File: config.mk
export PLATFORM = sky130hd
export DESIGN_NAME = cv32e40p_irq_gen_flat
export DESIGN_NICKNAME = d
export VERILOG_FILES = /design/src/rtl/cv32e40p_pkg.sv /design/src/rtl/cv32e40p_irq_gen_if.sv /design/src/rtl/cv32e40p_irq_sync.sv /design/src/rtl/cv32e40p_irq_gen.sv /design/src/flat_wrapper.sv
export SDC_FILE = /design/constraint.sdc
export NUM_CORES = 1
export LEC_CHECK = 0
export ABC_AREA = 1
export ABC_CLOCK_PERIOD_IN_PS = 3500
export BUFFER_PORTS_ARGS = -buffer_cell sky130_fd_sc_hd__buf_2
export CORE_ASPECT_RATIO = 0.5
export CORE_MARGIN = 10
export CORE_UTILIZATION = 60
export DETAILED_ROUTE_END_ITERATION = 10
export PLACE_DENSITY = 0.91
export REMOVE_ABC_BUFFERS = 1
export SLEW_MARGIN = 20
export SYNTH_ARGS = -nofsm -noshare
export SYNTH_HDL_FRONTEND = slang
export SYNTH_SLANG_ARGS = --single-unit
File: constraint.sdc
create_clock -name clk -period 3.5 [get_ports clk]
set_input_delay 0.35 -clock clk [delete_from_list [all_inputs] [get_ports clk]]
set_output_delay 0.35 -clock clk [all_outputs]
set_load 0.1 [all_outputs]
File: src/rtl/cv32e40p_pkg.sv
// Shared constants for the interrupt generator: CSR interrupt bit positions,
// register offsets and the access payload.
package cv32e40p_pkg;

  localparam int unsigned CSR_MSIX_BIT = 3;
  localparam int unsigned CSR_MTIX_BIT = 7;
  localparam int unsigned CSR_MEIX_BIT = 11;

  localparam int unsigned IRQ_FAST_LSB = 16;
  localparam int unsigned IRQ_FAST_NUM = 16;
  localparam int unsigned IRQ_ADDR_W   = 6;
  localparam int unsigned IRQ_DATA_W   = 32;

  localparam logic [IRQ_ADDR_W-1:0] IRQ_OFF_MSIP      = 6'h00;
  localparam logic [IRQ_ADDR_W-1:0] IRQ_OFF_MTIME_LO  = 6'h08;
  localparam logic [IRQ_ADDR_W-1:0] IRQ_OFF_MTIME_HI  = 6'h0C;
  localparam logic [IRQ_ADDR_W-1:0] IRQ_OFF_MTCMP_LO  = 6'h10;
  localparam logic [IRQ_ADDR_W-1:0] IRQ_OFF_MTCMP_HI  = 6'h14;
  localparam logic [IRQ_ADDR_W-1:0] IRQ_OFF_FAST_PEND = 6'h18;
  localparam logic [IRQ_ADDR_W-1:0] IRQ_OFF_FAST_EN   = 6'h1C;
  localparam logic [IRQ_ADDR_W-1:0] IRQ_OFF_FAST_SET  = 6'h20;

  typedef struct packed {
    logic                  we;
    logic [IRQ_ADDR_W-1:0] addr;
    logic [IRQ_DATA_W-1:0] wdata;
  } irq_req_t;

endpackage

File: src/rtl/cv32e40p_irq_gen_if.sv
// Register access bus of the interrupt generator.
interface cv32e40p_irq_gen_if;
  import cv32e40p_pkg::*;

  logic                  req_i;
  logic                  we_i;
  logic [IRQ_ADDR_W-1:0] addr_i;
  logic [IRQ_DATA_W-1:0] wdata_i;
  logic                  gnt_o;
  logic                  rvalid_o;
  logic [IRQ_DATA_W-1:0] rdata_o;

  modport master (output req_i, we_i, addr_i, wdata_i, input gnt_o, rvalid_o, rdata_o);
  modport slave  (input req_i, we_i, addr_i, wdata_i, output gnt_o, rvalid_o, rdata_o);
endinterface

File: src/rtl/cv32e40p_irq_sync.sv
// Multi-flop synchronizer for a vector of asynchronous inputs.
module cv32e40p_irq_sync #(
  parameter int unsigned WIDTH = 1,
  parameter int unsigned DEPTH = 2
) (
  input  logic             clk,
  input  logic             rst_n,
  input  logic [WIDTH-1:0] d,
  output logic [WIDTH-1:0] q
);

  logic [DEPTH-1:0][WIDTH-1:0] stage;

  always_ff @(posedge clk or negedge rst_n) begin
    if (!rst_n) stage <= '0;
    else        stage <= {stage[DEPTH-2:0], d};
  end

  assign q = stage[DEPTH-1];

endmodule

File: src/rtl/cv32e40p_irq_gen.sv
// Machine timer, software and fast interrupt generator with a small register
// port; drives the core's 32-bit irq_i vector.
module cv32e40p_irq_gen
  import cv32e40p_pkg::*;
#(
  parameter int unsigned SYNC_STAGES = 2
) (
  input  logic                    clk,
  input  logic                    rst_n,
  input  logic                    tick_i,
  input  logic                    ext_irq_i,
  input  logic [IRQ_FAST_NUM-1:0] fast_irq_i,
  cv32e40p_irq_gen_if.slave       bus,
  output logic [31:0]             irq_o
);

  irq_req_t                acc;
  logic                    wr, rd;
  logic                    unused_addr_lsb;
  logic [IRQ_DATA_W-1:0]   rd_data, rdata;
  logic                    rvalid;
  logic [63:0]             mtime, mtimecmp;
  logic                    mti, msip;
  logic                    ext_sync;
  logic [IRQ_FAST_NUM-1:0] fast_sync, fast_prev, fast_pend, fast_en;
  logic [IRQ_FAST_NUM-1:0] fast_set, fast_clr;

  assign acc = '{we: bus.we_i, addr: {bus.addr_i[5:2], 2'b00}, wdata: bus.wdata_i};
  assign unused_addr_lsb = ^bus.addr_i[1:0];
  assign wr = bus.req_i & acc.we;
  assign rd = bus.req_i & ~acc.we;

  assign bus.gnt_o    = bus.req_i;
  assign bus.rvalid_o = rvalid;
  assign bus.rdata_o  = rdata;

  cv32e40p_irq_sync #(.WIDTH(1), .DEPTH(SYNC_STAGES)) u_ext_sync (
    .clk(clk), .rst_n(rst_n), .d(ext_irq_i), .q(ext_sync)
  );

  cv32e40p_irq_sync #(.WIDTH(IRQ_FAST_NUM), .DEPTH(SYNC_STAGES)) u_fast_sync (
    .clk(clk), .rst_n(rst_n), .d(fast_irq_i), .q(fast_sync)
  );

  always_comb begin
    rd_data = '0;
    case (acc.addr)
      IRQ_OFF_MSIP:      rd_data = {31'd0, msip};
      IRQ_OFF_MTIME_LO:  rd_data = mtime[31:0];
      IRQ_OFF_MTIME_HI:  rd_data = mtime[63:32];
      IRQ_OFF_MTCMP_LO:  rd_data = mtimecmp[31:0];
      IRQ_OFF_MTCMP_HI:  rd_data = mtimecmp[63:32];
      IRQ_OFF_FAST_PEND: rd_data = {fast_pend, 16'd0};
      IRQ_OFF_FAST_EN:   rd_data = {fast_en, 16'd0};
      default:           rd_data = '0;
    endcase
  end

  // Response one cycle after acceptance; writes and idle cycles return zero.
  always_ff @(posedge clk or negedge rst_n) begin
    if (!rst_n) begin
      rvalid <= 1'b0;
      rdata  <= '0;
    end else begin
      rvalid <= bus.req_i;
      rdata  <= rd ? rd_data : '0;
    end
  end

  // A register write to either mtime half suppresses that cycle's increment.
  always_ff @(posedge clk or negedge rst_n) begin
    if (!rst_n) begin
      mtime    <= '0;
      mtimecmp <= '1;
      mti      <= 1'b0;
      msip     <= 1'b0;
    end else begin
      if (wr && acc.addr == IRQ_OFF_MTIME_LO)      mtime[31:0]  <= acc.wdata;
      else if (wr && acc.addr == IRQ_OFF_MTIME_HI) mtime[63:32] <= acc.wdata;
      else if (tick_i)                             mtime        <= mtime + 64'd1;
      if (wr && acc.addr == IRQ_OFF_MTCMP_LO) mtimecmp[31:0]  <= acc.wdata;
      if (wr && acc.addr == IRQ_OFF_MTCMP_HI) mtimecmp[63:32] <= acc.wdata;
      if (wr && acc.addr == IRQ_OFF_MSIP)     msip            <= acc.wdata[0];
      mti <= (mtime >= mtimecmp);
    end
  end

  // Set (edge or FAST_SET) takes precedence over a same-cycle W1C.
  assign fast_set = (fast_sync & ~fast_prev & fast_en)
                  | ((wr && acc.addr == IRQ_OFF_FAST_SET) ? acc.wdata[31:16] : '0);
  assign fast_clr = (wr && acc.addr == IRQ_OFF_FAST_PEND) ? acc.wdata[31:16] : '0;

  always_ff @(posedge clk or negedge rst_n) begin
    if (!rst_n) begin
      fast_prev <= '0;
      fast_pend <= '0;
      fast_en   <= '0;
    end else begin
      fast_prev <= fast_sync;
      fast_pend <= (fast_pend & ~fast_clr) | fast_set;
      if (wr && acc.addr == IRQ_OFF_FAST_EN) fast_en <= acc.wdata[31:16];
    end
  end

  always_comb begin
    irq_o                                  = '0;
    irq_o[CSR_MSIX_BIT]                    = msip;
    irq_o[CSR_MTIX_BIT]                    = mti;
    irq_o[CSR_MEIX_BIT]                    = ext_sync;
    irq_o[IRQ_FAST_LSB +: IRQ_FAST_NUM]    = fast_pend;
  end

endmodule

File: src/flat_wrapper.sv
// flat-port wrapper written by rule: the top's interface ports become plain ports
module cv32e40p_irq_gen_flat import cv32e40p_pkg::*;
#(
  parameter int unsigned SYNC_STAGES = 2
)
  (clk, rst_n, tick_i, ext_irq_i, fast_irq_i, irq_o, bus_req_i, bus_we_i, bus_addr_i, bus_wdata_i, bus_gnt_o, bus_rvalid_o, bus_rdata_o);
  cv32e40p_irq_gen_if bus_i ();
  input  logic clk;
  input  logic rst_n;
  input  logic tick_i;
  input  logic ext_irq_i;
  input  logic [IRQ_FAST_NUM-1:0] fast_irq_i;
  output logic [31:0] irq_o;
  input wire logic [$bits(bus_i.req_i)-1:0] bus_req_i;
  input wire logic [$bits(bus_i.we_i)-1:0] bus_we_i;
  input wire logic [$bits(bus_i.addr_i)-1:0] bus_addr_i;
  input wire logic [$bits(bus_i.wdata_i)-1:0] bus_wdata_i;
  output wire logic [$bits(bus_i.gnt_o)-1:0] bus_gnt_o;
  output wire logic [$bits(bus_i.rvalid_o)-1:0] bus_rvalid_o;
  output wire logic [$bits(bus_i.rdata_o)-1:0] bus_rdata_o;
  assign bus_i.req_i = bus_req_i;
  assign bus_i.we_i = bus_we_i;
  assign bus_i.addr_i = bus_addr_i;
  assign bus_i.wdata_i = bus_wdata_i;
  assign bus_gnt_o = bus_i.gnt_o;
  assign bus_rvalid_o = bus_i.rvalid_o;
  assign bus_rdata_o = bus_i.rdata_o;
  cv32e40p_irq_gen #(.SYNC_STAGES(SYNC_STAGES)) u_core (.clk(clk), .rst_n(rst_n), .tick_i(tick_i), .ext_irq_i(ext_irq_i), .fast_irq_i(fast_irq_i), .bus(bus_i), .irq_o(irq_o));
endmodule
==> results.md, run 1 <==
- Post-synth ARST share: 100%
- Post-Synth Simple-Gate Area: 24.4%
- Crit-path cells: dlygate4sd3_1, buf_2, nand2_2, inv_2, nand3_2, buf_4, o21ai_2, buf_4, a21oi_1, o21ai_0, o21ai_0
- DR vias: 13,098
- Critical-path top delay cell: dlygate4sd3_1
- Max Slew Vio Count: 0
- Clock root buffer: clkbuf_16
- Synthesized area: 13,800 um2
- Critical path startpoint category: primary input
- Die ar.: 29,800 um2
- VDD IR max: 0.000517 V
- Post-DR vias/cell: 5.86
- Buffers on Ports: 110
- Commonest cells in the netlist: 495 x nand2_1, 207 x inv_1, 190 x nor2_1, 181 x dfrtp_1, 162 x o21ai_0
- DRT Pass-1 Iters: 5
- Clk_lat worst skew: 550 ps
- Netlist cell types: 37
- Clk buf depth: 3
- Peak Freq: 367 MHz
- # resized after CTS: 0
- Post-synth top area cell: dfrtp_1
- Post-synthesis compound-gate area fraction: 14.5%
- Max-cap violations: 0
- H-Tree Level Count: 1
- Fin crit share: 77.9%
- Reg2Reg Depth: 12
- Post-DP HPWL: 32,700 um
- Critical Path Sink Type: register
- Crit path DAT: 3120 ps
- Worst Hold Depth: 3
- CP Depth: 11
- Top-count cell post-synth: nand2_1
- R2r setup slk: 1010 ps
- Post-synth top flop: dfrtp_1
- Status: complete, no violations
- Worst path bufs/invs: 5
- Setup TNS: 0 ps
- XOR/XNOR Fraction of Synth Area: 1.40%
- Vias in the first global route: 12,394
- Syn Inst Count: 1,808
- Final worst path period need: 2730 ps
- Final net count: 2,039
- Mapped Avg Cell Area: 7.64 um2
- All-layer global routing usage: 29.1%
- Final RePlAce weighted congestion: 1.08
- Multiplexer share of the synthesized area: 0%
- Initial antenna violation count: 1
- Routed WL: 44,200 um
- DRC viols: 0
- WL/cell: 19.7 um
- Main area contributors after synthesis: dfrtp_1 33%, nand2_1 13%, dfstp_2 12%
- Worst setup path endpoint: u_core.mtime[7]$_DFFE_PN0P_
- Global-route wire length before repair: 68,600 um
- Yosys reg bits: 245
- Post-synth EDFFs: 0
- N_diodes: 0
- WS Path Type: in2reg
- 1st-iter DRT viols: 1,850
- Placed Cells: 2,178
- CP peak stage delay: 530 ps
- Post-route insts no fill: 2,237
- Clock Pin Slew Worst Setup and Hold Paths: 70 ps
- Largest net degree at the start of global routing: 81
- Largest family of logic cells by synthesized area: simple AND/OR/NAND/NOR gates
- Final Hold Viols: 0
- Worst Path Max Fanout: 38
- CTS tree: built
- Critical R2R Launch: u_core.mtime[0]$_DFFE_PN0P_
- Layout cells sized above 1: 13.1%
- HP Class: in2reg
- Top-level I/O count: 126
- RSZ-0062 raised after global routing: no
- Clk sinks: 245
- Area fraction of the dominant cell type after synthesis: 32.8%
- Die height: 127 um
- Final core area utilization: 68.2%
- Crit path required time: 3900 ps
- P&R area growth vs syn: 12.3%
- Post-synthesis adder-cell area fraction: 5.89%
- Initial Util: 60.7%
- FF-to-FF End: u_core.mtime[42]$_DFFE_PN0P_
- Leakage: 7.19 nW
- Worst Tran Pin Value: 970 ps
- Cts bufs inserted: 22
- Seq/Total Area, Yosys: 45.0%
- Core area: 22,700 um2
- Delay-heaviest family, CP: buffers and inverters
- Slew margin rel.: 35.1%
- Die width: 235 um
- Layout Skew: 20.6 ps
- Setup violations, final: 0
- Synth warn: 0
- Critical path startpoint: bus_req_i
- Antenna viol nets, final: 0
- Grt ovf: 0
- Row Count: 39
- Pwr Density: 575 nW/um2
==> worst register-to-register path, delay by kind of cell (launching register included) <==
kind / cells / cell delay, ps
and+or+nand+nor: 9 / 1390
DFF: 1 / 490
adders and majority gates: 1 / 360
buffers and inverters: 2 / 150
==> where the power goes <==
group	leakage, nW	internal (W)	switching (W)
Sequential	2.91	0.00335	0.000496
Clock	0.360	0.00145	0.00113
Combinational	3.92	0.000767	0.00172
==> routing by layer <==
layer | global-route usage (%) | up-vias | wire length (um)
li1 | - | 6048 | -
met5 | 0 | - | 0
met2 | 43.9 | 802 | 19100
met1 | 41.1 | 6158 | 18600
met3 | 7.07 | 90 | 5350
met4 | 7.91 | 0 | 1120
==> kinds of logic (layout without fill, tap and decap cells) <==
| kind of cell | after synthesis | after routing |
|---|---|---|
| AOI/OAI and AO/OA | 360 | 360 |
| xor gates and xnor gates | 22 | 22 |
| adders and majority gates | 65 | 65 |
| buffers and inverters | 293 | 403 |
| DFF | 245 | 245 |
| other | 1 | 13 |
| and+or+nand+nor | 822 | 822 |
==> metrics by stage <==
step                      hold WS, ps  instance area (um2)  total power [W]  worst slack (ps)
after detailed placement          335                14600          0.00627               878
after floorplan                  54.4                13500          0.00548               535
final                            34.9                15500          0.00892               774
after global placement            331                14600          0.00614              1000
after CTS                        26.3                15500          0.00886               893
after global routing             45.3                15500          0.00937               618
==> repair_timing <==
action | in CTS | in global routing
setup buffers | 0 | 0
hold endpoints to repair | 92 | 0
hold buffers | 19 | 0
==> layout by cell type (no fill, tap or decap), types with 3 or more instances in the layout <==
master,instances
inv_2,10
nand3_1,74
buf_4,13
dfstp_2,64
nor3_1,18
bufinv_16,3
inv_1,207
nand4_1,12
nor2_1,190
ha_1,65
dfrtp_1,181
clkbuf_16,22
dlygate4sd3_1,19
clkbuf_1,7
o21ai_0,162
o21ai_1,20
nor2_4,5
buf_12,3
nand3b_1,15
nor2_2,4
o22ai_1,49
xor2_1,22
buf_2,109
nand2_1,494
a22o_1,14
a21o_1,3
a221oi_1,15
nand2_2,6
a21oi_1,91
conb_1,13
==> flip-flops by register name, summed over array words and instances (netlist names), 16 cells and up <==
register                  count
u_core.bus.rdata_o           32
u_core.u_fast_sync.stage     16
u_core.mtimecmp              64
u_core.fast_en               16
u_core.mtime                 64
u_core.fast_prev             16
u_core.u_fast_sync.q         16
u_core.fast_pend             16
==> how the worst min path moves through the flow <==
stage	from	to	slack [ps]
floorplan	rst_n	u_core.bus.rdata_o[0]$_DFF_PN0_	50
global placement	u_core.u_fast_sync.stage[4]$_DFF_PN0_	u_core.u_fast_sync.q[4]$_DFF_PN0_	330
detailed placement	u_core.u_ext_sync.stage[0]$_DFF_PN0_	u_core.u_ext_sync.q$_DFF_PN0_	330
CTS	bus_wdata_i[24]	u_core.fast_pend[8]$_DFF_PN0_	30
global route	bus_wdata_i[17]	u_core.fast_pend[1]$_DFF_PN0_	50
finish	bus_wdata_i[24]	u_core.fast_pend[8]$_DFF_PN0_	30
==> final cells by class <==
type	count	area [um2]
flip-flops and latches	245	6210
repair buffers	145	908
multi-input cells	1282	6430
fillers	1835	7230
inverters	218	818
clock buffers	31	604
well taps	307	384
clock inverters	9	154
Power figures use the tool's default switching activity.
==> inputs of run 2 (changes only) <==
- ABC_CLOCK_PERIOD_IN_PS: 3500 -> 2700
- clock period: 3.5 -> 2.7 ns (I/O delays scaled with it)
==> run 2 against run 1 <==
Utilization up 1.3 points; register-to-register slack worse by 550 ps; combinational power up 33%; count of clock-buffer cells in the layout down 3; largest cell class unchanged; flip-flop and latch count unchanged; global-route usage up 1.1 points.
==> results.md, run 2 (same netlist as run 1, synthesis figures left out) <==
- VDD IR max: 0.000647 V (+25%)
- P&R area growth vs syn: 14.4%
- RSZ-0062 raised after global routing: no
- DR vias: 13,290 (+1.5%)
- Cts bufs inserted: 22 (unchanged)
- Critical path startpoint category: register
- Core area: 22,700 um2 (unchanged)
- Global-route wire length before repair: 70,900 um (+3.4%)
- Fin crit share: 83.1%
- Row Count: 39 (unchanged)
- Post-DR vias/cell: 5.86 (+0.17%)
- Worst Tran Pin Value: 808 ps (-162 ps)
- DRC viols: 0 (unchanged)
- Final core area utilization: 69.5% (+1.3 points)
- WL/cell: 20.2 um (+2.4%)
- Worst Hold End: u_core.mtimecmp[15]$_DFFE_PN1P_
- HP Class: in2reg
- Leakage: 7.35 nW (+2.1%)
- Grt ovf: 0 (unchanged)
- Critical R2R Launch: u_core.mtimecmp[6]$_DFFE_PN1P_
- Worst hold start: bus_wdata_i[15]
- Final Hold Viols: 0 (unchanged)
- Clk sinks: 245 (unchanged)
- WS Path Type: reg2reg
- CTS tree: built
- Max-cap violations: 0 (unchanged)
- Worst Path Max Fanout: 3 (-92%)
- DP Area: 14,600 um2 (+0.43%)
- Clock Pin Slew Worst Setup and Hold Paths: 70 ps (about the same)
- Crit path DAT: 2720 ps (-400 ps)
- FF-to-FF End: u_core.mti$_DFF_PN0_
- Pwr Density: 748 nW/um2 (+30%)
- Final instance area: 15,800 um2 (+1.9%)
- Vias in the first global route: 12,709 (+2.5%)
- Clk_lat worst skew: 560 ps (about the same)
- Die ar.: 29,800 um2 (unchanged)
- Buffers on Ports: 110 (unchanged)
- Largest net degree at the start of global routing: 93 (+15%)
- Status: complete, no violations
- Slew margin rel.: 46.1% (+11 points)
- Reg2Reg Depth: 12 (unchanged)
- All-layer global routing usage: 30.1% (+1.1 points)
- R2r setup slk: 460 ps (-550 ps)
- Total power: 0.0118 W (+33%)
- Clk buf depth: 3 (unchanged)
- 1st-iter DRT viols: 1,926 (+4.1%)
- Final RePlAce weighted congestion: 1.04 (-3.0%)
- Worst Hold Depth: 3 (unchanged)
- DRT Pass-1 Iters: 6 (+1)
- Layout Skew: 25.3 ps (+4.70 ps)
- Initial antenna violation count: 0 (-1)
- Max Slew Vio Count: 0 (unchanged)
- Antenna viol nets, final: 0 (unchanged)
- Die width: 235 um (unchanged)
- Initial Util: 60.7% (unchanged)
- Final net count: 2,068 (+1.4%)
- Clock root buffer: clkbuf_16
- Final worst path period need: 2240 ps
- Post-DP HPWL: 32,800 um (+0.27%)
- Routed WL: 45,800 um (+3.7%)
- Crit path required time: 3170 ps (-730 ps)
- Die height: 127 um (unchanged)
- Most frequent cells in the layout: 494 x nand2_1, 207 x inv_1, 190 x nor2_1, 181 x dfrtp_1, 162 x o21ai_0
- Top-level I/O count: 126 (unchanged)
- Critical Path Sink Type: register
- N_diodes: 0 (unchanged)
- Commonest non-fill, non-tap cell in the layout: nand2_1
- Setup violations, final: 0 (unchanged)
- H-Tree Level Count: 1 (unchanged)
- Layout cells sized above 1: 13.6% (+0.52 points)
- Peak Freq: 446 MHz
==> run 2: changes by cell type in the layout (fill, tap and decap cells not counted), sizes merged <==
cell	delta
buf	+10
bufinv	+1
clkinvlp	-2
clkinv	+3
dlygate4sd3	+19
clkbuf	-3
inv	+1
==> run 2: cell type report <==
| cell class | count | area, um2 |
|---|---|---|
| Clock buffer | 28 | 603 |
| Clock inverter | 12 | 193 |
| Fill cell | 1777 | 6940 |
| Inverter | 218 | 818 |
| Multi-Input combinational cell | 1282 | 6430 |
| Sequential cell | 245 | 6210 |
| Tap cell | 307 | 384 |
| Timing Repair Buffer | 174 | 1160 |
==> run 2: through the flow <==
step | worst slack, ps | cells | hold WS, ps | TNS (ps)
detailed placement | 520 | 2188 | 335 | 0
global route | 329 | 2266 | 11.0 | 0
floorplan | -185 | 1745 | -25.6 | -1290
CTS | 533 | 2266 | 1.44 | 0
global placement | 562 | 2188 | 332 | 0
finish | 456 | 2266 | 17.0 | 0
==> run 2: per-layer routing <==
metal | up-vias | GRT usage, % | part of all wire (%)
met2 | 885 | 45.4 | 43
met5 | - | 0 | 0
met4 | 0 | 9.56 | 3.2
met1 | 6171 | 42.1 | 41
li1 | 6116 | - | -
met3 | 118 | 7.22 | 12
==> run 2: worst max-delay path, cell delays in order, from the launching register on <==
cell and delay [ps]:
dfstp_2 560, inv_1 60, ha_1 280, nand2_1 70, nor2_1 170, nand2_1 110
nor2_1 370, nand2_1 110, nand3_1 80, nor2_1 40, nand2_1 150, nand2_1 70
nand2_1 100
==> run 2: power breakdown <==
group | switching (W) | internal, W | leakage [nW] | total (W)
Clock | 0.00154 | 0.00199 | 0.392 | 0.00353
Sequential | 0.000651 | 0.00435 | 2.91 | 0.00500
Combinational | 0.00227 | 0.00103 | 4.04 | 0.00330
Total | 0.00446 | 0.00737 | 7.35 | 0.0118
==> run 2: worst max path at each step <==
stage                                         from                           end  slack [ps]  cells past startpoint
detailed placement                   bus_addr_i[3]   u_core.mtime[6]$_DFFE_PN0P_         520                     10
finish              u_core.mtimecmp[6]$_DFFE_PN1P_          u_core.mti$_DFF_PN0_         460                     12
global route           u_core.mtime[1]$_DFFE_PN0P_  u_core.mtime[42]$_DFFE_PN0P_         330                     12
global placement       u_core.mtime[1]$_DFFE_PN0P_  u_core.mtime[42]$_DFFE_PN0P_         560                     12
CTS                    u_core.mtime[1]$_DFFE_PN0P_  u_core.mtime[42]$_DFFE_PN0P_         530                     12
floorplan                                 bus_we_i  u_core.mtime[42]$_DFFE_PN0P_        -190                     10
==> run 2: what timing repair did <==
item | in CTS | in global routing
resized for setup | 0 | 0
hold buffers | 38 | 0
hold endpoints to repair | 115 | 0
buffers inserted | 0 | 0
setup endpoints to repair | 0 | 0
==> inputs of run 3 (changes only) <==
- ABC_CLOCK_PERIOD_IN_PS: 2700 -> 2000
- CORE_UTILIZATION: 60 -> 55
- PLACE_DENSITY: 0.91 -> 0.89
- clock period: 2.7 -> 2 ns (I/O delays scaled with it)
==> run 3 against run 2 <==
The run now ends with setup timing left; non-clock buffer count rose by 48; sequential share of layout area shrank 1.1 points; worst setup slack got worse by 460 ps; utilization fell by 2.5 points; critical endpoint unchanged; largest cell class unchanged; first-iteration DRC count shrank 5.6%; register-to-register slack worse by 460 ps; die area rose by 8.0%.
==> results.md, run 3 (same netlist as run 1, synthesis figures left out) <==
- Most common cell on crit path: nand2_1
- Initial Util: 56.8% (-4.0 points)
- WL/cell: 19.4 um (-4.0%)
- N_diodes: 0 (unchanged)
- Final Hold Viols: 0 (unchanged)
- Setup violations, final: 1 (+1)
- Critical-path top delay cell: dfstp_2
- Critical R2R Launch: u_core.mtimecmp[53]$_DFFE_PN1P_
- Post-DP HPWL: 32,800 um (+0.14%)
- Clk buf depth: 3 (unchanged)
- Crit path required time: 2440 ps (-730 ps)
- Critical path startpoint category: register
- HP Class: in2reg
- Leakage: 7.57 nW (+3.0%)
- Buffers on Ports: 110 (unchanged)
- DRC viols: 0 (unchanged)
- Pwr Density: 977 nW/um2 (+31%)
- Clk pwr share: 28.6% (-1.3 points)
- VDD IR max: 0.000619 V (-4.4%)
- Reg2Reg Depth: 10 (-2)
- Worst Path Max Fanout: 2 (-1)
- Layout cells sized above 1: 16.4% (+2.7 points)
- Worst Tran Pin Value: 526 ps (-282 ps)
- P&R area growth vs syn: 18.0%
- Core area: 24,300 um2 (+7.0%)
- Final instance area: 16,300 um2 (+3.1%)
- Largest net degree at the start of global routing: 61 (-34%)
- DRT Pass-1 Iters: 6 (unchanged)
- WS Path Type: reg2reg
- Setup TNS: -3.52 ps (-3.52 ps)
- Max-cap violations: 0 (unchanged)
- Die height: 132 um (+3.7%)
- Fin Hold WS: 25.7 ps (+8.70 ps)
- Top-level I/O count: 126 (unchanged)
- Initial antenna violation count: 0 (unchanged)
- PnR worst setup slack: -3.52 ps (-460 ps)
- H-Tree Level Count: 1 (unchanged)
- Sw frac: 38.0% (+0.25 points)
- R2r setup slk: -4 ps (-460 ps)
- Row Count: 40 (+2.6%)
- Fin crit share: 100% (+17 points)
- Layout Skew: 16.9 ps (-8.34 ps)
- Max Slew Vio Count: 0 (unchanged)
- Crit-path cells: inv_1, ha_1, a21oi_1, o21ai_0, nor2_1, nand2_1, nand2_1, nand2_1, nor2_1, nand2_1
- Die ar.: 32,200 um2 (+8.0%)
- Placed Cells: 2,252 (+2.9%)
- Routed WL: 45,500 um (-0.63%)
- # fillers: 1,948 (+9.6%)
- Failing checks: setup timing
- Peak Freq: 499 MHz (+12%)
- Global-route wire length before repair: 71,800 um (+1.3%)
- Commonest non-fill, non-tap cell in the layout: nand2_1
- Logic gate share of total power: 29.1% (+1.2 points)
- FF-to-FF End: u_core.mti$_DFF_PN0_
- P_int: 0.00987 W (+34%)
- Worst hold start: bus_addr_i[5]
- P_sw: 0.00604 W (+35%)
- Critical Path Sink Type: register
- RSZ-0062 raised after global routing: yes
- Final RePlAce weighted congestion: 1.11 (+5.8%)
- Grt ovf: 0 (unchanged)
- Vias in the first global route: 13,088 (+3.0%)
- Status: finished, violations left
- CTS tree: built
- Clk sinks: 245 (unchanged)
- Most frequent cells in the layout: 491 x nand2_1, 206 x inv_1, 179 x nor2_1, 172 x dfrtp_1, 162 x o21ai_0
- Crit path DAT: 2440 ps (-280 ps)
- Antenna viol nets, final: 0 (unchanged)
- Slew margin rel.: 64.9% (+19 points)
- DP Area: 14,900 um2 (+2.2%)
- Seq pwr share: 42.3% (about the same)
- All-layer global routing usage: 27.4% (-2.7 points)
- 1st-iter DRT viols: 1,819 (-5.6%)
- Clk_lat worst skew: 560 ps (about the same)
- Clock Pin Slew Worst Setup and Hold Paths: 70 ps (about the same)
- Post-CTS setup buffers: 0 (unchanged)
- Cts bufs inserted: 23 (+4.5%)
- DR vias: 13,573 (+2.1%)
- Post-route insts no fill: 2,345 (+3.5%)
- Final net count: 2,117 (+2.4%)
- Post-DR vias/cell: 5.79 (-1.3%)
- Worst Hold Depth: 4 (+1)
- CP peak stage delay: 550 ps (about the same)
- Clock root buffer: clkbuf_16
- Final worst path period need: 2000 ps (-240 ps)
- Die width: 244 um (+4.1%)
- Worst Hold End: u_core.bus.rdata_o[0]$_DFF_PN0_
-- run 3: power by group through the flow --
| stage | Combinational (W) | Clock [W] | Sequential, W |
|---|---|---|---|
| final | 0.00462 | 0.00455 | 0.00674 |
| after global routing | 0.00515 | 0.00479 | 0.00681 |
| after CTS | 0.00448 | 0.00456 | 0.00666 |
| after detailed placement | 0.00434 | 0 | 0.00673 |
| after global placement | 0.00418 | 0 | 0.00670 |
| after floorplan | 0.00252 | 0 | 0.00708 |
-- run 3: metrics by stage --
| step | util, % | power, W | worst slack [ps] |
|---|---|---|---|
| floorplan | - | 0.00959 | -815 |
| global placement | 61.5 | 0.0109 | 70.6 |
| detailed placement | 61.5 | 0.0111 | 57.0 |
| CTS | 66.7 | 0.0157 | 39.1 |
| global route | 67.0 | 0.0168 | -27.7 |
| finish | 67.0 | 0.0159 | -3.52 |
-- run 3: metal layers --
layer,share of wire (%),track usage [%],up-vias
met4,2.4,6.62,0
met3,12,7.30,105
met2,44,42.3,857
met5,0,0,-
met1,42,37.4,6398
li1,-,-,6213
-- run 3: layout make-up --
| class | count | area, um2 | area share (%) |
|---|---|---|---|
| clock buffer | 31 | 626 | 3.84 |
| timing repair buffer | 222 | 1580 | 9.69 |
| tap | 336 | 420 | 2.58 |
| multi-input combinational | 1282 | 6500 | 39.9 |
| clock inverter | 11 | 128 | 0.783 |
| sequential | 245 | 6220 | 38.2 |
| inverter | 218 | 818 | 5.02 |
-- run 3: critical path: cells and delay by family (launching register included) --
family                     cells  cell delay, ps
and+or+nand+nor                6             640
adders and majority gates      1             340
DFF                            1             550
buffers and inverters          1              60
AOI/OAI and AO/OA              2             310
-- run 3: what timing repair did --
action | in CTS | in global routing
endpoints found under the setup margin | 0 | 23
resized for setup | 0 | 31
hold buffers | 51 | 0
hold endpoints to repair | 147 | 0
-- run 3: worst max-delay path by stage --
stage	from	to	slack (ps)	cells past startpoint
floorplan	bus_we_i	u_core.mtime[42]$_DFFE_PN0P_	-820	10
global placement	u_core.mtimecmp[31]$_DFFE_PN1P_	u_core.mti$_DFF_PN0_	70	12
detailed placement	u_core.mtimecmp[31]$_DFFE_PN1P_	u_core.mti$_DFF_PN0_	60	12
CTS	u_core.mtimecmp[31]$_DFFE_PN1P_	u_core.mti$_DFF_PN0_	40	12
global route	u_core.mtimecmp[57]$_DFFE_PN1P_	u_core.mti$_DFF_PN0_	-30	10
finish	u_core.mtimecmp[53]$_DFFE_PN1P_	u_core.mti$_DFF_PN0_	-4	10
